===== config.mk =====
export PLATFORM = sky130hd
export DESIGN_NAME = byte_pack_loader
export DESIGN_NICKNAME = d
export VERILOG_FILES = /design/src/rtl/byte_pack_loader.sv
export SDC_FILE = /design/constraint.sdc
export NUM_CORES = 1
export LEC_CHECK = 0
export CORE_MARGIN = 2
export CORE_UTILIZATION = 51
export CTS_CLUSTER_SIZE = 16
export DETAILED_ROUTE_END_ITERATION = 8
export PLACE_DENSITY = 0.85
export SYNTH_ARGS = -nofsm -noshare
export SYNTH_HDL_FRONTEND = slang
export SYNTH_SLANG_ARGS = --single-unit

===== constraint.sdc =====
create_clock -name clk -period 2.85 [get_ports clk]
set_input_delay 0.57 -clock clk [delete_from_list [all_inputs] [get_ports clk]]
set_output_delay 0.57 -clock clk [all_outputs]
set_load 0.02 [all_outputs]

===== src/rtl/byte_pack_loader.sv =====
// Byte-serial to 64-bit frame packer: eight accepted bytes fill R1/R2 in arrival order,
// then the frame is held with out_valid until the consumer takes it.
module byte_pack_loader #(
  parameter int CNT_W = 16
) (
  input  logic             clk,
  input  logic             rst_n,
  input  logic             in_valid,
  input  logic [7:0]       in_data,
  output logic             in_ready,
  input  logic             flush,
  output logic             out_valid,
  input  logic             out_ready,
  output logic [31:0]      R1,
  output logic [31:0]      R2,
  output logic [2:0]       byte_cnt,
  output logic [CNT_W-1:0] frames_done
);

  typedef enum logic {
    FILL = 1'b0,
    FULL = 1'b1
  } state_e;

  state_e           state_q, state_d;
  logic [2:0]       cnt_q, cnt_d;
  logic [31:0]      r1_q, r1_d;
  logic [31:0]      r2_q, r2_d;
  logic [CNT_W-1:0] frames_q, frames_d;
  logic             accept;
  logic [4:0]       lane;

  assign in_ready = (state_q == FILL) && !flush;
  assign accept   = in_valid && in_ready;
  // Slot k within a word lands at bit 8*(3-k); ~k gives 3-k for a 2-bit index.
  assign lane     = {~cnt_q[1:0], 3'b000};

  always_comb begin
    state_d  = state_q;
    cnt_d    = cnt_q;
    r1_d     = r1_q;
    r2_d     = r2_q;
    frames_d = frames_q;
    if (flush) begin
      state_d = FILL;
      cnt_d   = 3'd0;
    end else begin
      case (state_q)
        FILL: begin
          if (accept) begin
            if (cnt_q[2]) begin
              r2_d[lane +: 8] = in_data;
            end else begin
              r1_d[lane +: 8] = in_data;
            end
            cnt_d = cnt_q + 3'd1;
            if (cnt_q == 3'd7) begin
              state_d = FULL;
            end
          end
        end
        FULL: begin
          if (out_ready) begin
            state_d  = FILL;
            frames_d = frames_q + CNT_W'(1);
          end
        end
        default: state_d = FILL;
      endcase
    end
  end

  always_ff @(posedge clk) begin
    if (!rst_n) begin
      state_q  <= FILL;
      cnt_q    <= 3'd0;
      r1_q     <= 32'd0;
      r2_q     <= 32'd0;
      frames_q <= '0;
    end else begin
      state_q  <= state_d;
      cnt_q    <= cnt_d;
      r1_q     <= r1_d;
      r2_q     <= r2_d;
      frames_q <= frames_d;
    end
  end

  assign out_valid   = (state_q == FULL);
  assign R1          = r1_q;
  assign R2          = r2_q;
  assign byte_cnt    = cnt_q;
  assign frames_done = frames_q;

endmodule


== Word level (Yosys, flattened, before mapping) ==
Index checks and enable logic that the tools add are counted.

* Shifts and indexed selects: 2
* Equal/unequal tests: 1
* Add/subtract/negate cells: 3
* Reduce and logical (&&, ||, !) cells: 8
* Muxes and demuxes: 6
* Bitwise operators: 5

{| class="wikitable"
|+ Operators by type and width
! operator !! count
|-
| $bwmux 32 || 2
|-
| $shift 8x7->32 const A || 1
|-
| $shiftx 8x7->32 || 1
|-
| $add 16x1->16 const B || 1
|-
| $reduce_and 4->1 || 2
|-
| $neg 5->7 || 1
|-
| $not 1->1 || 4
|-
| $add 3x1->3 const B || 1
|-
| $eq 3x3->1 const B || 1
|-
| $mux 1 || 3
|-
| $reduce_and 3->1 || 1
|-
| $logic_and 1x1->1 || 2
|-
| $not 2->2 || 1
|-
| $pmux 1 s2 || 1
|-
| $reduce_and 2->1 || 1
|-
| $reduce_or 2->1 || 1
|-
| $logic_not 1->1 || 1
|}

* Flip-flop bits (word level): 84
* Logic and storage cells: 30
* Input port bits: 13
* Output and inout bits: 85

== Logic depth before layout (Yosys ltp) ==
Gate-level depths: netlist (run 1).

* Depth after elaboration: 5
* Gate-level depth with buffers: 6
* Gate-level depth less buffers: 6

== Least setup slack after synthesis (run 1) ==
OpenSTA, ideal clock, no wires.

* Path kind: reg2reg
* From: register cnt_q[0], in the netlist byte_cnt[0]
* To: register r1_q[10], in the netlist R1[10]
* Buffers on the path: 0
* Data arrival time: 1944 ps
* Slack: 840 ps
* Data required time: 2785 ps
* Cell stages (with the launch flop): 7
* Clock period less this slack: 2010 ps
* Library setup time: 65 ps
* Cell sequence: dfxtp_1 -> inv_1 -> ha_1 -> nor4b_1 -> and2_1 -> mux2i_1 -> nor2_1

* Word-level cells in the longest chain between the ends: 4
* Elaborated cells on any way between the ends: 5
* Classes of those cells: add/sub: 1; shift: 2; mux: 1; bitwise: 1

{| class="wikitable"
|+ Ends and longest elaborated chain
! element !! line !! source
|-
| start, declared || 26 || <nowiki>logic [2:0] cnt_q, cnt_d;</nowiki>
|-
| start signal, assigned || 82 || <nowiki>cnt_q <= cnt_d;</nowiki>
|-
| $not 2->2 * || 36 || <nowiki>assign lane = {~cnt_q[1:0], 3'b000};</nowiki>
|-
| named net lane[3] || 31 || <nowiki>logic [4:0] lane;</nowiki>
|-
| $neg 5->7 * || 54 || <nowiki>r1_d[lane +: 8] = in_data;</nowiki>
|-
| $shiftx 8x7->32 or $shift 8x7->32 (tied branches) || 54 ||
|-
| $bwmux 32 * || 54 ||
|-
| end signal, assigned || 83 || <nowiki>r1_q <= r1_d;</nowiki>
|-
| end, declared || 27 || <nowiki>logic [31:0] r1_q, r1_d;</nowiki>
|}

The timed path passes the listed nets; every way through them passes the cells marked *.
A chain may end at the register's enable or synchronous reset.

== Worst setup path after layout (run 1) ==
* From: input port flush
* To: output port in_ready

* Word-level cells in the longest chain between the ends: 2

{| class="wikitable"
|+ Ends and longest elaborated chain
! element !! line !! source
|-
| start, declared || 11 || <nowiki>input logic flush,</nowiki>
|-
| $logic_not 1->1 || 33 || <nowiki>assign in_ready = (state_q == FILL) && !flush;</nowiki>
|-
| $logic_and 1x1->1 || 33 ||
|-
| end, declared || 10 || <nowiki>output logic in_ready,</nowiki>
|}

No other way between the ends.

==> results of run 1 <==
## final timing paths
kind          startpoint        to  slack, ns  cells after the start
max                flush  in_ready       0.40                      3
min                R1[4]     R1[4]       0.46                      2
max reg2reg  byte_cnt[0]    R1[31]       0.79                      7
min reg2reg        R1[4]     R1[4]       0.46                      2
## sequential cells by signal, summed over array words and instances, names as in the netlist
| name | cells |
|---|---|
| R1 | 32 |
| R2 | 32 |
| frames_done | 16 |
| byte_cnt | 3 |
| out_valid | 1 |
## logic make-up (layout without fill, tap and decap cells)
family | after synthesis | in the layout | share of synthesized area (%)
flops | 84 | 84 | 48.8
compound gates | 26 | 26 | 3.85
fa+ha+maj | 7 | 7 | 2.54
simple gates | 171 | 171 | 25.0
buf+inv | 19 | 124 | 2.25
mux | 50 | 50 | 14.5
xor+xnor | 12 | 12 | 3.05
## tightest hold or removal path: stages (launching register included)
cell and delay (ns):
dfxtp_1 0.31, nand2_1 0.05, a21oi_1 0.05
## power by group
group          switching, mW  total, mW  internal (mW)
Clock                  0.403      0.970          0.566
Sequential           0.00601       1.18           1.18
Combinational         0.0773      0.137         0.0602
Total                  0.487       2.29           1.81
## placed cells by master (no fill, tap or decap), types with 7 or more instances in the layout
master	netlist	layout
buf_4	0	7
clkbuf_8	0	12
ha_1	7	7
a21oi_1	22	22
mux2i_1	50	50
nor2_1	66	66
and2_1	26	26
nand3_1	21	21
nand2_1	28	28
dfxtp_1	84	84
clkdlybuf4s50_1	0	97
## routing by layer
metal | part of all wire [%] | vias up | GRT usage (%)
met5 | 0 | - | 0
met4 | 1.8 | 0 | 9.80
met3 | 6.3 | 14 | 5.81
met2 | 51 | 82 | 41.9
met1 | 41 | 1421 | 30.4
li1 | - | 1448 | -
## cell type report
class / instances / area [um^2]
fill: 470 / 1700
multi-input combinational: 266 / 1690
sequential: 84 / 1680
timing repair buffer: 105 / 1040
clock buffer: 13 / 169
tap: 77 / 96.3
clock inverter: 3 / 67.6
inverter: 3 / 11.3
## metrics by stage
| step | utilization (%) | setup WS (ns) |
|---|---|---|
| 2_1_floorplan | - | 0.840 |
| 3_3_place_gp | 70.1 | 0.420 |
| 3_5_place_dp | 70.1 | 0.395 |
| 4_1_cts | 73.8 | 0.394 |
| 5_1_grt | 73.8 | 0.330 |
| 6_report | 73.8 | 0.400 |
==> impl_metrics.ini, run 1 <==
[clock_tree]
cts_made_buffers = 9
clk_path_buf_depth = 2
cts_root_buffer = clkbuf_8
cts_hold_buf = 0
cts_resized = 0
clock_latency_ns = 0.34
path_clk_slew_ns = 0.08
clock_sinks = 84
cts_tree = yes
cts_max_level = 3
cts_setup_buffers = 0

[worst_setup_path]
crit_family = buffers and inverters
crit_slowest_cell = clkdlybuf4s50_1
cp_common_cell = clkdlybuf4s50_1
worstPathArrival_ns = 1.88
worst-path-max-fanout = 8
crit_required_ns = 2.28
critical_path_class = in2out
crit_path_max_incr_delay_ns = 0.61
crit_buf_inv = 2
worstSetupEndpointType = output port
cp_cell_sequence = clkdlybuf4s50_1 -> nor2_1 -> clkdlybuf4s50_1
critPathLaunchType = input pin

[logic_synthesis]
synth_top_area_share_pct = 48.8
synth_edf_count = 0
syn_inst = 369
synth_area_um2 = 3450
avgSynthCellArea_um2 = 9.34
post-synth-top-area-cell = dfxtp_1
ys_seq_elements = 84
synth_top_cells_by_count = dfxtp_1 (84), nor2_1 (66), mux2i_1 (50), nand2_1 (28), and2_1 (26)
ys_dominant_reg_cell = dfxtp_1
synth_most_common_cell = dfxtp_1
yosysWarnings = 0
ys_types = 34
async_reset_ff_share_pct = 0
ys_top_cells_by_area = dfxtp_1 (49%), mux2i_1 (15%), nor2_1 (7.2%)
ys_seq_area_share_pct = 48.8
syn_nets = 389

[sta]
worst_pin_slew_ns = 0.511
period_share_pct = 86.0
rsz0062_at_grt = false
setup_tns_ns = 0
clock.fmax_mhz = 408
final-setup-viol-count = 0
fin_hold_ws_ns = 0.459
skew_ns = 0.00626
slew_headroom_pct = 65.9
slew_violations = 0
hold_viol_final = 0
finalCriticalPeriod_ns = 2.45

[final_layout]
syn_to_final_growth_pct = 38.2
drive_gt1_share_pct = 5.91
final_area_um2 = 4760
fin_nets = 489
final_cell_count_no_fill = 551
diodes = 0

[hold_path]
hold_class = reg2reg

[routing]
vias_per_cell = 5.38
ant_nets = 0
drcViolationCount = 0
vias = 2965
drt_iter0_drc = 133
wl_per_cell_um = 16.3
drtPass1Iterations = 4
wl_um = 8980

[run_status]
status = complete, no violations

[placement]
hpwl_um = 6180
place.port_buffers = 97
placed_cell_area_um2 = 4530
gp_congestion = 0.753
dp.cells = 535

[die]
rows = 29
die_area_um2 = 7430
die_w_um = 86.2
io_pins = 98
floorplan.initialDensity_pct = 53.4
die_height_um = 86.2
core_area_um2 = 6460

[grt]
grt_pass1_wl_um = 14400
grt-ovfl-total = 0
grt_pass1_vias = 2932
antenna_found_initial = 0
grt_use_total_pct = 24.7
grt_max_degree = 79

[pwr]
ir_worst_vdd_v = 0.000296
total_power_mw = 2.29
p_per_area_nw_per_um2 = 481
p_leak_nw = 1.99

[run]
drv_cap = 0
Note: power is estimated with default switching activity, not from simulation.
==> run 2, diff against run 1 <==
Settings changed: ABC_AREA set to 1, CAP_MARGIN set to 25, CORE_UTILIZATION 51 to 48, PLACE_DENSITY 0.85 to 0.79.
Clock period 2.85 ns to 2.5 ns, I/O delays scaled along.
==> run 2 against run 1 <==
Compared with the run above: power is 13% higher; global-route usage is 0.79 points lower; utilization is 6.9 points lower; clock skew hardly changed; clock-buffer cell count is 1 lower; cell area is 2.8% higher; worst setup slack worse by 0.14 ns; first-iteration DRC count is 97% higher; combinational power is 34% higher; cell count is 25% higher; wire length is 8.8% higher; register-to-register slack worse by 0.31 ns; largest cell class unchanged.
==> impl_metrics.ini, run 2 <==
[run_status]
status = complete, no violations

[clock_tree]
clock_latency_ns = 0.35
cts_max_level = 3
cts_setup_buffers = 0
cts_resized = 0
cts_root_buffer = clkbuf_8
clk_path_buf_depth = 2
clock_sinks = 84
path_clk_slew_ns = 0.08
cts_hold_buf = 0
cts_made_buffers = 9
cts_tree = yes

[worst_setup_path]
worstPathArrival_ns = 1.74
crit_required_ns = 2.00
critical_path_class = in2out
crit_path_max_incr_delay_ns = 0.62
cp_cell_sequence = clkdlybuf4s50_1 -> nor2_4 -> clkdlybuf4s50_1
worst-path-max-fanout = 3
cp-startpoint = flush
rr_startpoint = byte_cnt[0]
crit_slowest_cell = clkdlybuf4s50_1
worstSetupEndpointType = output port
cp_common_cell = clkdlybuf4s50_1
critPathLaunchType = input pin

[placement]
place.port_buffers = 97
gp_congestion = 0.876
placed_cell_area_um2 = 4680
hpwl_um = 7220

[logic_synthesis]
ys_top_cells_by_area = dfxtp_1 (46%), nand2_1 (12%), a21oi_1 (10%)
avgSynthCellArea_um2 = 7.46
synth_top_cells_by_count = nand2_1 (112), dfxtp_1 (84), a21oi_1 (74), nand3_1 (68), nor2_1 (50)
synth_top_area_share_pct = 46.0
post-synth-top-area-cell = dfxtp_1
ys_seq_elements = 84
synth_area_um2 = 3650
ys_seq_area_share_pct = 46.0
yosysWarnings = 0
async_reset_ff_share_pct = 0
synth_most_common_cell = nand2_1
syn_inst = 490
syn_nets = 510
ys_types = 24
ys_dominant_reg_cell = dfxtp_1
synth_edf_count = 0

[grt]
grt_use_total_pct = 23.9
grt-ovfl-total = 0
grt_pass1_vias = 3518
antenna_found_initial = 0
grt_pass1_wl_um = 16300
grt_max_degree = 41

[routing]
wl_per_cell_um = 14.2
vias = 3712
vias_per_cell = 5.40
drt_iter0_drc = 262
ant_nets = 0
drcViolationCount = 0
wl_um = 9770
drtPass1Iterations = 6

[die]
rows = 31
floorplan.initialDensity_pct = 49.8
die_height_um = 91.2
io_pins = 98
core_area_um2 = 7330
die_w_um = 91.2
die_area_um2 = 8330

[final_layout]
final_common_cell = nand2_1
fin_nets = 603
final_cell_mix = nand2_1 (112), clkdlybuf4s50_1 (97), dfxtp_1 (84)
drive_gt1_share_pct = 5.95
post-route-util_pct = 66.8
syn_to_final_growth_pct = 34.1
num-fill-cells = 630
final_area_um2 = 4900
diodes = 0

[pwr]
p_leak_nw = 1.73
ir_worst_vdd_v = 0.000347
p_sw_share_pct = 23.1
power_switching_mw = 0.599
power.internal_mw = 2.00
pwr-share-comb_pct = 7.1
p_per_area_nw_per_um2 = 530
p_clk_share_pct = 40.9
p_seq_share_pct = 52.0
total_power_mw = 2.60

[sta]
worst_pin_slew_ns = 0.545
skew_ns = 0.00626
final-setup-viol-count = 0
slew_headroom_pct = 63.7
clock.fmax_mhz = 447
finalCriticalPeriod_ns = 2.24
slew_violations = 0
period_share_pct = 89.5
setup_tns_ns = 0
rsz0062_at_grt = false
hold_viol_final = 0

[hold_path]
hold_start = R1[13]
hold_class = reg2reg

[run]
drv_cap = 0
[run 2: kinds of logic (layout without fill, tap and decap cells)]
logic type / after synthesis / in the layout / synth area share (%)
xor+xnor: 1 / 1 / 0.240
buf+inv: 52 / 150 / 6.78
fa+ha+maj: 7 / 7 / 2.40
flops: 84 / 84 / 46.0
compound gates: 85 / 85 / 11.8
simple gates: 261 / 261 / 32.8
[run 2: power groups by stage]
| stage | logic, mW | clock network [mW] | registers (mW) |
|---|---|---|---|
| 2_1_floorplan | 0.0989 | 0 | 1.39 |
| 3_3_place_gp | 0.176 | 0 | 1.38 |
| 3_5_place_dp | 0.181 | 0 | 1.38 |
| 4_1_cts | 0.182 | 1.07 | 1.35 |
| 5_1_grt | 0.198 | 1.13 | 1.35 |
| 6_report | 0.184 | 1.06 | 1.35 |
[run 2: area by class of cell]
type,instances,area [um^2],area share [%]
multi-input cells,354,1720,35.2
flip-flops and latches,84,1680,34.3
repair buffers,108,1050,21.5
clock buffers,12,145,2.96
well taps,99,124,2.53
inverters,26,97.6,1.99
clock inverters,4,72.6,1.48
[run 2: worst max-delay path, delay by kind of cell]
| family | cells | cell delay [ns] |
|---|---|---|
| simple gates | 1 | 0.16 |
| buf+inv | 2 | 1.08 |
[run 2: stage by stage]
stage / hold slack (ns) / instances / setup slack (ns)
final: 0.463 / 687 / 0.262
after global routing: 0.487 / 687 / 0.224
after CTS: 0.464 / 687 / 0.256
after detailed placement: 0.452 / 671 / 0.252
after global placement: 0.451 / 671 / 0.265
after floorplan: 0.541 / 490 / 0.507
[run 2: worst paths after layout]
check	cells past startpoint	end	slack, ns
setup / recovery	3	in_ready	0.26
hold / removal	2	R1[13]	0.46
setup reg to reg	6	R2[28]	0.48
hold reg to reg	2	R1[13]	0.46
[run 2: routing by layer]
| layer | track usage, % | share of wire [%] | vias up |
|---|---|---|---|
| met5 | 0 | 0 | - |
| met4 | 11.0 | 2.0 | 0 |
| met3 | 3.65 | 4.9 | 19 |
| met2 | 40.2 | 49 | 126 |
| met1 | 30.2 | 44 | 1742 |
| li1 | - | - | 1825 |
==> run 3, diff against run 2 <==
Settings changed: RECOVER_POWER set to 50.
==> run 3 against run 2 <==
Compared with the run above: critical path depth unchanged; utilization is 0.20 points lower; hold slack lost 0.0030 ns; wire length is 0.20% lower; sequential share of layout area grew 0.11 points; first-iteration DRC count up 8.0%; cell count did not move; clock skew rose by 0.0019 ns; via count fell by 0.75%; die area stayed put; register-to-register slack about the same; critical endpoint unchanged.
==> impl_metrics.ini, run 3 (synthesis results as in run 2) <==
[routing]
vias = 3684
drt_iter0_drc = 283
drcViolationCount = 0
vias_per_cell = 5.36
drtPass1Iterations = 7
ant_nets = 0
wl_um = 9750
wl_per_cell_um = 14.2

[worst_setup_path]
crit_buf_inv = 2
crit_path_max_incr_delay_ns = 0.62
worstSetupEndpointType = output port
worstPathArrival_ns = 1.74
crit_slowest_cell = clkdlybuf4s50_1
worst-path-max-fanout = 3
crit_required_ns = 2.00
critPathLaunchType = input pin
cp_common_cell = clkdlybuf4s50_1
crit_family = buffers and inverters
critical_path_class = in2out
cp_cell_sequence = clkdlybuf4s50_1 -> nor2_4 -> clkdlybuf4s50_1

[final_layout]
drive_gt1_share_pct = 5.44
diodes = 0
post-route-util_pct = 66.6
num-fill-cells = 634
syn_to_final_growth_pct = 33.7
final_common_cell = nand2_1
fin_nets = 603
final_cell_mix = nand2_1 (112), dfxtp_1 (84), a21oi_1 (74)
final_cell_count_no_fill = 687
final_area_um2 = 4880

[die]
io_pins = 98
die_area_um2 = 8330
core_area_um2 = 7330
die_height_um = 91.2
die_w_um = 91.2
floorplan.initialDensity_pct = 49.8
rows = 31

[sta]
fin_hold_ws_ns = 0.460
skew_ns = 0.00818
finalCriticalPeriod_ns = 2.24
setup_tns_ns = 0
clock.fmax_mhz = 447
final-setup-viol-count = 0
rsz0062_at_grt = false
period_share_pct = 89.4
slew_headroom_pct = 51.4
hold_viol_final = 0
worst_pin_slew_ns = 0.726
slew_violations = 0

[grt]
grt_max_degree = 41
grt_pass1_vias = 3518
grt_pass1_wl_um = 16300
grt_use_total_pct = 23.9
antenna_found_initial = 0
grt-ovfl-total = 0

[clock_tree]
clock_sinks = 84
cts_max_level = 3
cts_root_buffer = clkbuf_8
cts_resized = 0
cts_tree = yes
path_clk_slew_ns = 0.08
clk_path_buf_depth = 2
clock_latency_ns = 0.35
cts_hold_buf = 0
cts_setup_buffers = 0
cts_made_buffers = 9

[pwr]
pwr-share-comb_pct = 6.9
p_sw_share_pct = 23.1
p_clk_share_pct = 40.9
p_per_area_nw_per_um2 = 531
p_leak_nw = 1.95
ir_worst_vdd_v = 0.000349
p_seq_share_pct = 52.1
power_switching_mw = 0.598
power.internal_mw = 2.00

[placement]
hpwl_um = 7220
dp.cells = 671
placed_cell_area_um2 = 4680
gp_congestion = 0.876
place.port_buffers = 97

[run_status]
status = complete, no violations

[hold_path]
hold_class = reg2reg

[run]
drv_cap = 0
## run 3: changes by cell type in the layout (fill, tap and decap cells not counted), sizes merged
cell / before / now
clkdlybuf4s50: 97 / 32
dlygate4sd3: 0 / 65
buf: 11 / 9
clkbuf: 12 / 14
## run 3: power groups by stage
| stage | Sequential, mW | Clock (mW) | Combinational, mW |
|---|---|---|---|
| floorplan | 1.39 | 0 | 0.0989 |
| global placement | 1.38 | 0 | 0.176 |
| detailed placement | 1.38 | 0 | 0.181 |
| CTS | 1.35 | 1.07 | 0.182 |
| global route | 1.35 | 1.13 | 0.194 |
| finish | 1.35 | 1.06 | 0.180 |
## run 3: area by class of cell
| cell class | count | area [um^2] | area share [%] |
|---|---|---|---|
| tap | 99 | 124 | 2.54 |
| clock buffer | 12 | 145 | 2.97 |
| sequential | 84 | 1680 | 34.4 |
| inverter | 26 | 97.6 | 2.00 |
| multi-input combinational | 354 | 1720 | 35.2 |
| clock inverter | 4 | 72.6 | 1.49 |
| timing repair buffer | 108 | 1050 | 21.4 |
## run 3: path summary, 6_finish.rpt
path / cells past startpoint / endpoint / slack (ns) / from
worst max-delay path: 3 / in_ready / 0.26 / flush
worst min-delay path: 2 / R1[13] / 0.46 / R1[13]
worst max register to register: 6 / R2[28] / 0.49 / byte_cnt[0]
worst min register to register: 2 / R1[13] / 0.46 / R1[13]
## run 3: routing by layer
layer  track usage (%)  vias up  wire length [um]
met5                 0        -                 0
met3              3.65       20               488
li1                  -     1825                 -
met1              30.2     1710              4330
met2              40.2      129              4730
met4              11.0        0               198
## run 3: stage by stage
step	setup slack, ns	power, mW
after floorplan	0.507	1.49
after global placement	0.265	1.56
after detailed placement	0.252	1.56
after CTS	0.256	2.61
after global routing	0.225	2.68
final	0.265	2.59
## run 3: worst reg2reg max path, stage by stage (launching register included)
cell	delay (ns)
dfxtp_1	0.43
inv_1	0.23
ha_1	0.42
or2_1	0.34
nor2_1	0.22
nand3_1	0.13
a21oi_1	0.16
==> RTL change 1, RTL diff (settings of run 2) <==
`CNT_W`: 16 -> 20.
--- a/src/rtl/byte_pack_loader.sv
+++ b/src/rtl/byte_pack_loader.sv
@@ -1,7 +1,7 @@
 // Byte-serial to 64-bit frame packer: eight accepted bytes fill R1/R2 in arrival order,
 // then the frame is held with out_valid until the consumer takes it.
 module byte_pack_loader #(
-  parameter int CNT_W = 16
+  parameter int CNT_W = 20
 ) (
   input  logic             clk,
   input  logic             rst_n,
Interface: changed (resized frames_done); port bits go from 98 to 102. No check against the original RTL was run, so the function may have changed too.
==> RTL change 1 against run 2 <==
Sequential cell count grew 4. Synthesized cell count grew 11%. Final cell count grew 9.5%. Routed wire length grew 6.2%. Setup slack lost 0.084 ns. Non-clock buffer count grew 3. Core utilization shrank 0.14 points. Area after synthesis grew 6.6%. Cell area grew 6.3%. Total power grew 4.1%. Critical path type unchanged. Critical endpoint unchanged. Largest cell class unchanged. Highest routed layer unchanged.
==> RTL change 1: results (changes against run 2) <==
Clocking
  • CTS max path bufs: 2 (unchanged)
  • Root buffer cell: clkbuf_8
  • Clk_lat worst skew: 0.35 ns (about the same)

Synthesis
  • Syn avg cell area: 7.15 µm² (-4.1%)
  • Ys async rst share: 0% (unchanged)
  • Sequential fraction of the synthesis area: 45.2% (-0.81 points)
  • Top_reg_cell synth: dfxtp_1
  • Yosys warns: 0 (unchanged)
  • Synth cell count leaders: nand2_1, dfxtp_1, a21oi_1
  • Netlist cell types: 24 (unchanged)
  • Syn Nets: 565 (+11%)
  • Count leader, synth: nand2_1
  • Area contributors post-synth: dfxtp_1, nand2_1, a21oi_1

GRT
  • Vias in the first global route: 3,574 (+1.6%)
  • GRT Total Usage: 24.2% (+0.33 points)
  • First-pass GRT wire length: 17,000 µm (+4.4%)
  • Largest net degree at the start of global routing: 37 (-9.8%)

Routing
  • DRT iter0 DRCs: 174 (-34%)
  • WL final: 10,400 µm (+6.2%)
  • Vias/cell: 5.14 (-4.9%)
  • DR pass1 iterations: 4 (-2)

Worst setup path
  • CP arrival: 1.82 ns (+0.08 ns)
  • R2R Setup Slk: 0.56 ns (+0.08 ns)
  • Crit path max fanout: 4 (+1)
  • R2R depth: 5 (-1)
  • FF-to-FF End: R2[5]$_SDFFE_PN0P_

Final layout
  • Net count reported at finish: 665 (+10%)
  • # diodes: 0 (unchanged)
  • Layout cell share with drive strength beyond 1: 5.38% (-0.57 points)
  • Final Non-Filler Cells: 752 (+9.5%)

STA
  • Clock skew: 0.00712 ns (+0.000856 ns)
  • Worst slew margin: 60.5% (-3.2 points)
  • Hold Worst Slack: 0.466 ns (+0.00274 ns)

Hold path
  • HP Start: R1[29]$_SDFFE_PN0P_
  • Hold Path Depth: 2 (unchanged)
  • Hold Crit Endpoint: R1[29]$_SDFFE_PN0P_

Pwr
  • Leakage power: 1.86 nW (+7.1%)
  • Maximum vdd drop: 0.000353 V (+1.7%)
  • P_sw: 657 µW (+9.5%)

Status
  • Status: completed

Place
  • Dpl cells: 736 (+9.7%)
  • Post-DP HPWL: 8000 µm (+11%)
  • Pre-CTS setup slack: 0.181 ns (-0.0713 ns)
  • Port bufs: 101 (+4.1%)
  • Dpl cell area: 0.00498 mm² (+6.4%)
  • GP Congestion: 0.973 (+11%)
RTL change 1: cell count changes after synthesis, sizes merged, moves of 3 or more:
cell,change
inv,+16
nand4,-15
nand2,+23
clkbuf,-3
dfxtp,+4
nor3,+15
nor2,+10
RTL change 1: layout make-up:
| cell class | instances | area (µm²) |
|---|---|---|
| Clock inverter | 7 | 103 |
| Tap cell | 102 | 128 |
| Inverter | 43 | 161 |
| Timing Repair Buffer | 111 | 1090 |
| Fill cell | 698 | 2600 |
| Clock buffer | 9 | 124 |
| Multi-Input combinational cell | 392 | 1840 |
| Sequential cell | 88 | 1760 |
RTL change 1: worst max path at each step:
stage / end / startpoint / slack (ns) / depth (start not counted)
6_report: in_ready / flush / 0.18 / 3
3_3_place_gp: in_ready / flush / 0.20 / 3
5_1_grt: in_ready / flush / 0.14 / 3
4_1_cts: in_ready / flush / 0.17 / 3
2_1_floorplan: R2[16]$_SDFFE_PN0P_ / byte_cnt[0]$_SDFFE_PP0P_ / 0.73 / 7
3_5_place_dp: in_ready / flush / 0.18 / 3
RTL change 1: cells by family after synthesis:
family	synth area share (%)
adders and majority gates	2.25
buffers and inverters	7.48
and+or+nand+nor	33.1
xor gates and xnor gates	0.225
DFF	45.2
AOI/OAI and AO/OA	11.7
RTL change 1: layer usage:
metal / vias up / share of wire (%) / track usage, %
li1: 1980 / - / -
met2: 120 / 47 / 39.9
met1: 1750 / 44 / 31.1
met4: 0 / 1.9 / 8.21
met3: 15 / 6.8 / 5.94
met5: - / 0 / 0
RTL change 1: critical path: cells and delay by family:
family | cells | cell delay (ns)
buf+inv | 2 | 1.13
simple gates | 1 | 0.19
RTL change 1: power by group through the flow:
stage,clock network (mW),logic [mW],registers (mW)
5_1_grt,1.19,0.200,1.42
4_1_cts,1.12,0.181,1.42
2_1_floorplan,0,0.100,1.46
3_3_place_gp,0,0.179,1.45
6_report,1.11,0.182,1.42
3_5_place_dp,0,0.180,1.45
==> RTL change 2, RTL diff (settings of run 2) <==
Made on the original files. `r1_q` and `r2_q` no longer have a reset.
--- a/src/rtl/byte_pack_loader.sv
+++ b/src/rtl/byte_pack_loader.sv
@@ -74,16 +74,17 @@
     if (!rst_n) begin
       state_q  <= FILL;
       cnt_q    <= 3'd0;
-      r1_q     <= 32'd0;
-      r2_q     <= 32'd0;
       frames_q <= '0;
     end else begin
       state_q  <= state_d;
       cnt_q    <= cnt_d;
-      r1_q     <= r1_d;
-      r2_q     <= r2_d;
       frames_q <= frames_d;
     end
+  end
+
+  always_ff @(posedge clk) begin
+    r1_q <= r1_d;
+    r2_q <= r2_d;
   end
 
   assign out_valid   = (state_q == FULL);
Behaviour: not the same (a bounded check fails within 4 cycles, from zero or initial values and one cycle with rst_n low).
==> RTL change 2 against run 2 <==
Count of clock-buffer cells in the layout decreased by 3. Sequential power rose by 12%. Sequential cell count is the same. Global-route usage down 3.6 points. Synthesized cell count shrank 41%. Routed wire length down 27%. Sequential share of layout area grew 16 points. Total power shrank 0.73%. Area after synthesis shrank 9.7%. Final cell count is 29% lower. Cell area down 5.8%. Setup slack gained 0.019 ns. Critical path type unchanged. Largest cell class is now flip-flops and latches.
==> RTL change 2: results (changes against run 2) <==
Worst setup path
  • CP arrival: 1.72 ns (-0.02 ns)
  • Crit path max fanout: 2 (-1)

Routing
  • DRT iter0 DRCs: 214 (-18%)
  • Vias/cell: 5.06 (-6.3%)

Place
  • Dpl cell area: 0.00441 mm² (-5.7%)
  • GP Congestion: 0.826 (-5.7%)
  • Post-DP HPWL: 5530 µm (-23%)

GRT
  • Largest net degree at the start of global routing: 16 (-61%)
  • First-pass GRT wire length: 11,500 µm (-29%)
  • Vias in the first global route: 2,338 (-34%)

STA
  • Least-Margin Pin Slew: 0.426 ns (-0.119 ns)

Status
  • Status: completed

Final layout
  • Multi-input logic area: 810 µm² (-53%)
  • #MultiIn Comb: 162 (-54%)
  • Layout clock buffers: 9 (-3)
  • Register area: 0.00232 mm² (+38%)

Synthesis
  • Syn Nets: 308 (-40%)
  • Count of flip-flops with a built-in enable after synthesis: 64 (+64)
  • Netlist cell types: 26 (+8.3%)
  • Synth Area in Compound Gates: 3.49% (-8.3 points)
  • Area contributors post-synth: edfxtp_1, dfxtp_1, nor2_1
  • Synth Area in Adders: 2.66% (+0.26 points)

Pwr
  • Combinational fraction of design power: 5.1% (-2.0 points)
  • Maximum vdd drop: 0.000284 V (-18%)
  • Leakage power: 1.70 nW (-1.8%)

Floorplan
  • Tap cells: 80 (-19%)
RTL change 2: per-layer routing:
layer	vias to the layer above	global-route usage [%]	part of all wire (%)	wire length, µm
met4	0	8.52	2.0	142
li1	1193	-	-	-
met2	121	34.2	50	3560
met3	13	4.55	8.1	574
met1	1134	25.4	40	2850
met5	-	0	0	0
RTL change 2: path summary, 6_finish.rpt:
check | from | end | slack [ns] | cells after the start
worst min-delay path | frames_done[7]$_SDFFE_PN0P_ | frames_done[7]$_SDFFE_PN0P_ | 0.50 | 1
worst max register to register | byte_cnt[0]$_SDFFE_PP0P_ | R2[17]$_DFFE_PP_ | 0.42 | 6
worst min register to register | frames_done[7]$_SDFFE_PN0P_ | frames_done[7]$_SDFFE_PN0P_ | 0.50 | 1
worst max-delay path | flush | in_ready | 0.28 | 3
RTL change 2: metrics by stage:
step                util [%]  instances  setup WS [ns]
finish                  68.6        486          0.282
global route            68.6        486          0.147
CTS                     68.6        486          0.277
detailed placement      65.7        470          0.290
global placement        65.7        470          0.288
floorplan                  -        288          0.480
